**src/rtl/miriscv_gpr_pkg.sv**
```systemverilog
// Defaults and types for the multi-port general-purpose register file.
package miriscv_gpr_pkg;
   localparam int GPR_ADDR_WIDTH  = 5;
   localparam int GPR_NUM_RD      = 2;
   localparam int GPR_NUM_WR      = 2;
   localparam int GPR_BYPASS_EN   = 1;
   localparam int GPR_ZERO_REG_EN = 1;

   typedef logic [GPR_ADDR_WIDTH-1:0] gpr_addr_t;
endpackage

```
**src/rtl/miriscv_pkg.sv**
```systemverilog
// Core-wide constants shared by the miriscv pipeline stages.
package miriscv_pkg;
   localparam int XLEN = 32;
endpackage

```
**src/rtl/miriscv_gpr_mp_if.sv**
```systemverilog
// Register-file access bundle: write ports, read ports and scoreboard controls.
interface miriscv_gpr_mp_if
   import miriscv_gpr_pkg::*;
#(
   parameter int DATA_WIDTH = miriscv_pkg::XLEN,
   parameter int ADDR_WIDTH = GPR_ADDR_WIDTH,
   parameter int NUM_RD     = GPR_NUM_RD,
   parameter int NUM_WR     = GPR_NUM_WR
);
   logic [NUM_WR-1:0]                 wr_en_i;
   logic [NUM_WR-1:0][ADDR_WIDTH-1:0] wr_addr_i;
   logic [NUM_WR-1:0][DATA_WIDTH-1:0] wr_data_i;
   logic [NUM_RD-1:0][ADDR_WIDTH-1:0] rd_addr_i;
   logic [NUM_RD-1:0][DATA_WIDTH-1:0] rd_data_o;
   logic [NUM_RD-1:0]                 rd_busy_o;
   logic                              sb_set_i;
   logic [ADDR_WIDTH-1:0]             sb_set_addr_i;
   logic                              sb_flush_i;
   logic [(2**ADDR_WIDTH)-1:0]        busy_vec_o;

   modport master (
      output wr_en_i, wr_addr_i, wr_data_i, rd_addr_i, sb_set_i, sb_set_addr_i, sb_flush_i,
      input  rd_data_o, rd_busy_o, busy_vec_o
   );
   modport slave (
      input  wr_en_i, wr_addr_i, wr_data_i, rd_addr_i, sb_set_i, sb_set_addr_i, sb_flush_i,
      output rd_data_o, rd_busy_o, busy_vec_o
   );
endinterface

```
**src/rtl/miriscv_gpr_sb.sv**
```systemverilog
// Per-register busy scoreboard: flush beats set, set beats writeback clear.
module miriscv_gpr_sb
   import miriscv_gpr_pkg::*;
#(
   parameter int ADDR_WIDTH  = GPR_ADDR_WIDTH,
   parameter int ZERO_REG_EN = GPR_ZERO_REG_EN
) (
   input  logic                       clk_i,
   input  logic                       arstn_i,
   input  logic                       set,
   input  logic [ADDR_WIDTH-1:0]      set_addr,
   input  logic                       flush,
   input  logic [(2**ADDR_WIDTH)-1:0] clr,
   output logic [(2**ADDR_WIDTH)-1:0] busy
);
   localparam int NUM_WORDS = 2**ADDR_WIDTH;
   localparam bit ZR        = (ZERO_REG_EN != 0);

   logic [NUM_WORDS-1:0] busy_nxt;

   always_comb begin
      busy_nxt = busy;
      if (flush) begin
         busy_nxt = '0;
      end else begin
         for (int r = 0; r < NUM_WORDS; r++) begin
            if (set && (set_addr == ADDR_WIDTH'(r)) && !(ZR && r == 0))
               busy_nxt[r] = 1'b1;
            else if (clr[r])
               busy_nxt[r] = 1'b0;
         end
      end
   end

   always_ff @(posedge clk_i or negedge arstn_i) begin
      if (!arstn_i) busy <= '0;
      else          busy <= busy_nxt;
   end
endmodule

```
**src/rtl/miriscv_gpr_mp.sv**
```systemverilog
// Multi-port GPR file: N reads, M writes (highest port wins), optional bypass, busy scoreboard.
module miriscv_gpr_mp
   import miriscv_gpr_pkg::*;
#(
   parameter int DATA_WIDTH  = miriscv_pkg::XLEN,
   parameter int ADDR_WIDTH  = GPR_ADDR_WIDTH,
   parameter int NUM_RD      = GPR_NUM_RD,
   parameter int NUM_WR      = GPR_NUM_WR,
   parameter int BYPASS_EN   = GPR_BYPASS_EN,
   parameter int ZERO_REG_EN = GPR_ZERO_REG_EN
) (
   input  logic             clk_i,
   input  logic             arstn_i,
   miriscv_gpr_mp_if.slave  bus
);
   localparam int NUM_WORDS = 2**ADDR_WIDTH;
   localparam bit BYP       = (BYPASS_EN != 0);
   localparam bit ZR        = (ZERO_REG_EN != 0);

   if (NUM_RD < 1 || NUM_RD > 4) begin : g_bad_rd
      $error("miriscv_gpr_mp: NUM_RD=%0d outside 1..4", NUM_RD);
   end
   if (NUM_WR < 1 || NUM_WR > 4) begin : g_bad_wr
      $error("miriscv_gpr_mp: NUM_WR=%0d outside 1..4", NUM_WR);
   end

   logic [NUM_WORDS-1:0][DATA_WIDTH-1:0] mem;
   logic [NUM_WORDS-1:0]                 wr_hit;
   logic [NUM_WORDS-1:0]                 busy;
   logic [NUM_RD-1:0][DATA_WIDTH-1:0]    rd_data;
   logic [NUM_RD-1:0]                    rd_busy;

   always_comb begin
      wr_hit = '0;
      for (int k = 0; k < NUM_WR; k++)
         if (bus.wr_en_i[k]) wr_hit[bus.wr_addr_i[k]] = 1'b1;
   end

   // Ascending port order: the last non-blocking write to an address is the highest port.
   always_ff @(posedge clk_i or negedge arstn_i) begin
      if (!arstn_i) begin
         mem <= '0;
      end else begin
         for (int k = 0; k < NUM_WR; k++)
            if (bus.wr_en_i[k] && !(ZR && bus.wr_addr_i[k] == '0))
               mem[bus.wr_addr_i[k]] <= bus.wr_data_i[k];
      end
   end

   always_comb begin
      rd_data = '0;
      rd_busy = '0;
      for (int j = 0; j < NUM_RD; j++) begin
         rd_data[j] = mem[bus.rd_addr_i[j]];
         rd_busy[j] = busy[bus.rd_addr_i[j]] & ~(BYP & wr_hit[bus.rd_addr_i[j]]);
         if (BYP) begin
            for (int k = 0; k < NUM_WR; k++)
               if (bus.wr_en_i[k] && bus.wr_addr_i[k] == bus.rd_addr_i[j])
                  rd_data[j] = bus.wr_data_i[k];
         end
         if (ZR && bus.rd_addr_i[j] == '0) begin
            rd_data[j] = '0;
            rd_busy[j] = 1'b0;
         end
      end
   end

   assign bus.rd_data_o  = rd_data;
   assign bus.rd_busy_o  = rd_busy;
   assign bus.busy_vec_o = busy;

   miriscv_gpr_sb #(
      .ADDR_WIDTH  (ADDR_WIDTH),
      .ZERO_REG_EN (ZERO_REG_EN)
   ) u_sb (
      .clk_i    (clk_i),
      .arstn_i  (arstn_i),
      .set      (bus.sb_set_i),
      .set_addr (bus.sb_set_addr_i),
      .flush    (bus.sb_flush_i),
      .clr      (wr_hit),
      .busy     (busy)
   );
endmodule

```
**src/flat_wrapper.sv**
```systemverilog
// flat-port wrapper written by rule: the top's interface ports become plain ports
module miriscv_gpr_mp_flat import miriscv_gpr_pkg::*;
#(
   parameter int DATA_WIDTH  = miriscv_pkg::XLEN,
   parameter int ADDR_WIDTH  = GPR_ADDR_WIDTH,
   parameter int NUM_RD      = GPR_NUM_RD,
   parameter int NUM_WR      = GPR_NUM_WR,
   parameter int BYPASS_EN   = GPR_BYPASS_EN,
   parameter int ZERO_REG_EN = GPR_ZERO_REG_EN
)
  (clk_i, arstn_i, bus_wr_en_i, bus_wr_addr_i, bus_wr_data_i, bus_rd_addr_i, bus_sb_set_i, bus_sb_set_addr_i, bus_sb_flush_i, bus_rd_data_o, bus_rd_busy_o, bus_busy_vec_o);
  miriscv_gpr_mp_if #(.DATA_WIDTH(DATA_WIDTH), .ADDR_WIDTH(ADDR_WIDTH), .NUM_RD(NUM_RD), .NUM_WR(NUM_WR)) bus_i ();
  input  logic clk_i;
  input  logic arstn_i;
  input wire logic [$bits(bus_i.wr_en_i)-1:0] bus_wr_en_i;
  input wire logic [$bits(bus_i.wr_addr_i)-1:0] bus_wr_addr_i;
  input wire logic [$bits(bus_i.wr_data_i)-1:0] bus_wr_data_i;
  input wire logic [$bits(bus_i.rd_addr_i)-1:0] bus_rd_addr_i;
  input wire logic [$bits(bus_i.sb_set_i)-1:0] bus_sb_set_i;
  input wire logic [$bits(bus_i.sb_set_addr_i)-1:0] bus_sb_set_addr_i;
  input wire logic [$bits(bus_i.sb_flush_i)-1:0] bus_sb_flush_i;
  output wire logic [$bits(bus_i.rd_data_o)-1:0] bus_rd_data_o;
  output wire logic [$bits(bus_i.rd_busy_o)-1:0] bus_rd_busy_o;
  output wire logic [$bits(bus_i.busy_vec_o)-1:0] bus_busy_vec_o;
  assign bus_i.wr_en_i = bus_wr_en_i;
  assign bus_i.wr_addr_i = bus_wr_addr_i;
  assign bus_i.wr_data_i = bus_wr_data_i;
  assign bus_i.rd_addr_i = bus_rd_addr_i;
  assign bus_i.sb_set_i = bus_sb_set_i;
  assign bus_i.sb_set_addr_i = bus_sb_set_addr_i;
  assign bus_i.sb_flush_i = bus_sb_flush_i;
  assign bus_rd_data_o = bus_i.rd_data_o;
  assign bus_rd_busy_o = bus_i.rd_busy_o;
  assign bus_busy_vec_o = bus_i.busy_vec_o;
  miriscv_gpr_mp #(.DATA_WIDTH(DATA_WIDTH), .ADDR_WIDTH(ADDR_WIDTH), .NUM_RD(NUM_RD), .NUM_WR(NUM_WR), .BYPASS_EN(BYPASS_EN), .ZERO_REG_EN(ZERO_REG_EN)) u_core (.clk_i(clk_i), .arstn_i(arstn_i), .bus(bus_i));
endmodule
```
**config.mk**
```make
export PLATFORM = sky130hd
export DESIGN_NAME = miriscv_gpr_mp_flat
export DESIGN_NICKNAME = d
export VERILOG_FILES = /design/src/rtl/miriscv_gpr_pkg.sv /design/src/rtl/miriscv_pkg.sv /design/src/rtl/miriscv_gpr_mp_if.sv /design/src/rtl/miriscv_gpr_sb.sv /design/src/rtl/miriscv_gpr_mp.sv /design/src/flat_wrapper.sv
export SDC_FILE = /design/constraint.sdc
export NUM_CORES = 2
export LEC_CHECK = 0
export BUFFER_PORTS_ARGS = -buffer_cell sky130_fd_sc_hd__buf_2
export CAP_MARGIN = 20
export CORE_ASPECT_RATIO = 0.5
export CORE_MARGIN = 4
export CORE_UTILIZATION = 30
export CTS_CLUSTER_DIAMETER = 50
export DETAILED_ROUTE_END_ITERATION = 8
export SYNTH_ARGS = -nofsm -noshare
export SYNTH_HDL_FRONTEND = slang
export SYNTH_HIERARCHICAL = 1
export SYNTH_SLANG_ARGS = --single-unit
```
**constraint.sdc**
```tcl
create_clock -name clk_i -period 4.25 [get_ports clk_i]
set_clock_uncertainty 0.15 [all_clocks]
set_input_delay 0.425 -clock clk_i [delete_from_list [all_inputs] [get_ports clk_i]]
set_output_delay 0.425 -clock clk_i [all_outputs]
set_load 0.05 [all_outputs]
```
==> summary by stage <==
Run status
The flow ran to the end, but the final reports show violations. The final reports fail on DRC, setup timing.

Floorplanning
The initialized floorplan defines 122 standard-cell rows. The floorplan step defined a die boundary enclosing 230,800 um2. The die is ~340 um tall.

The I/O pin count is 193. The core region is roughly 220,000 um2. From left edge to right edge, the die measures between 600 and 700 um. The starting density of the core is 0.3018.

Power and ir drop
The net switching power figure is 12.05 mW. The power per standard cell area is between 400 and 500 nW/um2. Of the total power, the share spent switching nets is 0.3290.

IR analysis of the VDD net gives a maximum drop of 0.0003547 V. The overall power of the completed layout is 36.63 mW. The total internal power is 24.58 mW. The share of total power dissipated in combinational logic is 0.276. The share of total power dissipated in the clock network is 0.323.

For this design the static power due to leakage is 33.60 nW. The portion of total power attributed to sequential cells is 0.401.

GRT
The leftover overflow at the end of global routing is 0. The number of antenna violations at the first check in global routing was 43. The wire length of the first global-routing pass is between 400,000 and 500,000 um. The pin count of the biggest net entering global routing is 95. In the global route stage, overall resource usage came out at 0.2751. The number of global-route vias before repair is between 50,000 and 60,000.

Yosys
The count of warnings emitted by yosys is 6. The leading register cell type out of synthesis is sky130_fd_sc_hd__dfrtp_1. Of the synthesized area, sequential elements account for 0.3952. The synthesized design contains approximately 1,100 register bits.

The average instance in the mapped netlist occupies 9.730 um2. In the synthesized netlist the async set-or-reset flop fraction comes to 1.000. The number of different library cells used by synthesis comes to 74. The cell area after synthesis is between 60,000 and 70,000 um2. Yosys mapped a number of flops with a built-in enable equal to 0.

Synthesis handed over a netlist of between 6,000 and 7,000 instances. Synthesis produced a netlist with a net count of ~7,000.

Route
The highest metal layer used by the detailed router is met5. The detailed-route wire length on metal 1 is approximately 110,000 um. The total wire length is 327,500 um. The first TritonRoute pass finished after 9 iterations. The total vias in the final route is ~63,000.

The met2 wire length is between 100,000 and 150,000 um. Dividing the detail-routed via count by the number of cells gives approximately 6.5. The residual antenna-violating net count after detailed routing is 0. The amount of wire on met3 after detailed routing is between 50,000 and 60,000 um. In this run, the number of DRC markers left after iteration 0 of detailed routing was between 10,000 and 15,000. In the final routed layout, each cell accounts on average for 33.51 um. The number of remaining DRC errors is 6.

Clocking
Clock tree synthesis inserted a total of approximately 130 buffers. The CTS tree is yes. Gates resized during post-CTS repair numbered 0. The clock drives around 1,100 sinks. The number of hold buffers added after CTS was 17. The deepest clock path buffer count is 3. Clock tree synthesis selected as its root buffer the cell sky130_fd_sc_hd__clkbuf_16. Once the clock tree was built, the setup fixing pass inserted 0 buffers.

The clock latency on the worst-skew pair is between 0.7 and 0.8 ns. The H-tree level count is 4. After clock tree synthesis, the clock-pin slew on the worst setup and hold paths is around 0.060 ns.

Setup path
At the worst endpoint, the required time is about 3.7 ns. The element type at the critical path end is an output port. Of all nets on the critical path, the largest fanout is 3.

Data arrives at the worst endpoint at between 3 and 4 ns. The critical path is of the reg -> out type. The worst setup path is launched from a flip-flop.

Cells and area
Excluding fillers, the count of instances in the completed layout stands at around 9,800. The area added between synthesis and finish is 15.09%. The fraction of final layout cells with drive strength greater than 1 is 0.2123. The end-of-flow core utilization is 0.3474.

After filler insertion, the fill cell instance count of the layout stands at 21,937. At the end of the flow, the number of nets in the layout was about 6,800.

Run
Across the run, the number of max-cap violations was 0.

STA
The worst setup margin is -0.04264 ns. The minimum period implied by the final worst setup slack is between 4 and 5 ns. The remaining max-slew budget at the tightest pin is 0.1829.

The max-slew violation total from the final report came to 0. Setup violations remaining at the end of the flow were counted as 1. The number of endpoints with negative hold slack in the final report is 0. For this run, the top clock speed supported by timing is 233.0 MHz. The worst hold slack across all endpoints is between 0.02 and 0.03 ns. Of the available clock period, the critical path in the final layout requires 1.010. Setup repair after global routing left no endpoint under its margin. For the pin with the worst max-slew slack, the measured transition is 1.226 ns.

Place
The wire-length estimate of the detail-placed layout is slightly below 200,000 um. Port buffering added roughly 190 buffers. Routability-driven placement finished with a final weighted congestion of 0.9837. The placed cell count is 9,494.

Hold path
The path class of the lowest-slack min-delay path is in -> reg.
layer usage:
layer	global-route usage	vias to the layer above
li1	-	24670
met1	0.3399	31122
met2	0.3824	5704
met3	0.1235	1529
met4	0.1883	14
met5	0.002500	-
worst paths after layout:
check / endpoint / startpoint / cells after the start / slack, ns
max reg2reg: u_core/mem[724] / u_core/mem[724] / 3 / 2.80
min reg2reg: u_core/mem[11] / u_core/mem[11] / 0 / 0.25
min: u_core/mem[203] / bus_wr_data_i[11] / 3 / 0.03
min in group asynchronous: u_core/mem[124] / arstn_i / 2 / 0.14
max: bus_rd_data_o[35] / u_core/mem[195] / 8 / -0.04
max in group asynchronous: u_core/mem[504] / arstn_i / 4 / 2.49
kinds of logic after synthesis:
logic type             count (synthesis)  share of synthesized area
multiplexers                        1032                     0.2633
AO/OA/AOI/OAI                       1651                     0.1514
other                                  1                 0.00005613
buffers and inverters                888                    0.05439
XOR/XNOR                              20                   0.002622
AND/OR/NAND/NOR                     2219                     0.1331
flip-flops                          1055                     0.3952
placed cells by master, fill, tap and decap left out, types with 20 or more instances in the layout:
cell type,n
sky130_fd_sc_hd__nor2_1,796
sky130_fd_sc_hd__a31oi_1,346
sky130_fd_sc_hd__buf_2,157
sky130_fd_sc_hd__nand3_1,21
sky130_fd_sc_hd__nand2_2,22
sky130_fd_sc_hd__nand2_1,1183
sky130_fd_sc_hd__a22o_1,31
sky130_fd_sc_hd__a32oi_1,68
sky130_fd_sc_hd__mux2i_1,452
sky130_fd_sc_hd__dfrtp_1,1055
sky130_fd_sc_hd__clkbuf_16,139
sky130_fd_sc_hd__diode_2,28
sky130_fd_sc_hd__a21oi_1,473
sky130_fd_sc_hd__a22oi_1,180
sky130_fd_sc_hd__and2_1,26
sky130_fd_sc_hd__buf_4,276
sky130_fd_sc_hd__buf_12,85
sky130_fd_sc_hd__o211ai_1,40
sky130_fd_sc_hd__a222oi_1,20
sky130_fd_sc_hd__o21ai_0,354
sky130_fd_sc_hd__o22ai_1,26
sky130_fd_sc_hd__mux4_2,580
sky130_fd_sc_hd__a211oi_1,31
sky130_fd_sc_hd__nand2_4,24
sky130_fd_sc_hd__clkbuf_1,25
cell usage after synthesis, types with 10 or more instances:
cell type                   number  area share
sky130_fd_sc_hd__a2111oi_0      17      0.0022
sky130_fd_sc_hd__a211o_1        14      0.0018
sky130_fd_sc_hd__a211oi_1       31      0.0035
sky130_fd_sc_hd__a21oi_1       474       0.036
sky130_fd_sc_hd__a221oi_1       15      0.0020
sky130_fd_sc_hd__a222oi_1       20      0.0030
sky130_fd_sc_hd__a22o_1         31      0.0041
sky130_fd_sc_hd__a22oi_1       180       0.020
sky130_fd_sc_hd__a31oi_1       346       0.032
sky130_fd_sc_hd__a32oi_1        68      0.0089
sky130_fd_sc_hd__and2_1         30      0.0028
sky130_fd_sc_hd__and3_1         19      0.0018
sky130_fd_sc_hd__buf_1          88      0.0049
sky130_fd_sc_hd__buf_2         112      0.0084
sky130_fd_sc_hd__buf_4          20      0.0022
sky130_fd_sc_hd__buf_6          10      0.0017
sky130_fd_sc_hd__clkbuf_1      636       0.036
sky130_fd_sc_hd__dfrtp_1      1055        0.40
sky130_fd_sc_hd__mux2i_1       452       0.068
sky130_fd_sc_hd__mux4_2        580        0.20
sky130_fd_sc_hd__nand2_1      1229       0.069
sky130_fd_sc_hd__nand3_1        27      0.0020
sky130_fd_sc_hd__nor2_1        823       0.046
sky130_fd_sc_hd__nor2b_1        12      0.0011
sky130_fd_sc_hd__o211ai_1       40      0.0045
sky130_fd_sc_hd__o21ai_0       354       0.027
sky130_fd_sc_hd__o22ai_1        26      0.0024
sky130_fd_sc_hd__xor2_1         11      0.0014
power groups by stage:
stage / sequential (mW) / clock (mW) / combinational, mW
finish: 14.7 / 11.8 / 10.1
global route: 14.9 / 12.3 / 10.7
CTS: 14.6 / 11.9 / 9.88
detailed placement: 14.7 / 0 / 9.84
global placement: 14.6 / 0 / 9.64
floorplan: 13.9 / 0 / 7.13
sequential cells by signal (all words and copies together), names as in the netlist:
| name | flops |
|---|---|
| u_core/u_sb/busy | 31 |
| u_core/mem | 1024 |
metrics by stage:
stage                     worst slack, ns  instance area [um2]  setup TNS (ns)
after global placement             0.2538                72140               0
after detailed placement           0.2483                72170               0
after global routing              0.02577                76850               0
after CTS                         0.04289                76770               0
after floorplan                    0.6558                66810               0
final                            -0.04264                76890        -0.04264
layout make-up:
type	count	area (um2)	area share
antenna	28	70.07	0.0009113
clock buffer	177	3751	0.04879
clock inverter	54	685.7	0.008917
inverter	14	56.30	0.0007323
multi-input combinational	4923	37320	0.4854
sequential	1055	26400	0.3434
tap	2976	3724	0.04843
timing repair buffer	545	4881	0.06348
worst max-delay path, stage by stage (launching register included):
cell                        delay [ns]
sky130_fd_sc_hd__dfrtp_1          0.50
sky130_fd_sc_hd__mux4_2           0.50
sky130_fd_sc_hd__mux4_2           0.54
sky130_fd_sc_hd__a211oi_1         0.58
sky130_fd_sc_hd__buf_4            0.21
sky130_fd_sc_hd__a2bb2oi_1        0.17
sky130_fd_sc_hd__buf_4            0.17
sky130_fd_sc_hd__nor2_1           0.05
sky130_fd_sc_hd__buf_2            0.22
No activity file was read; power rests on OpenSTA's default activity.
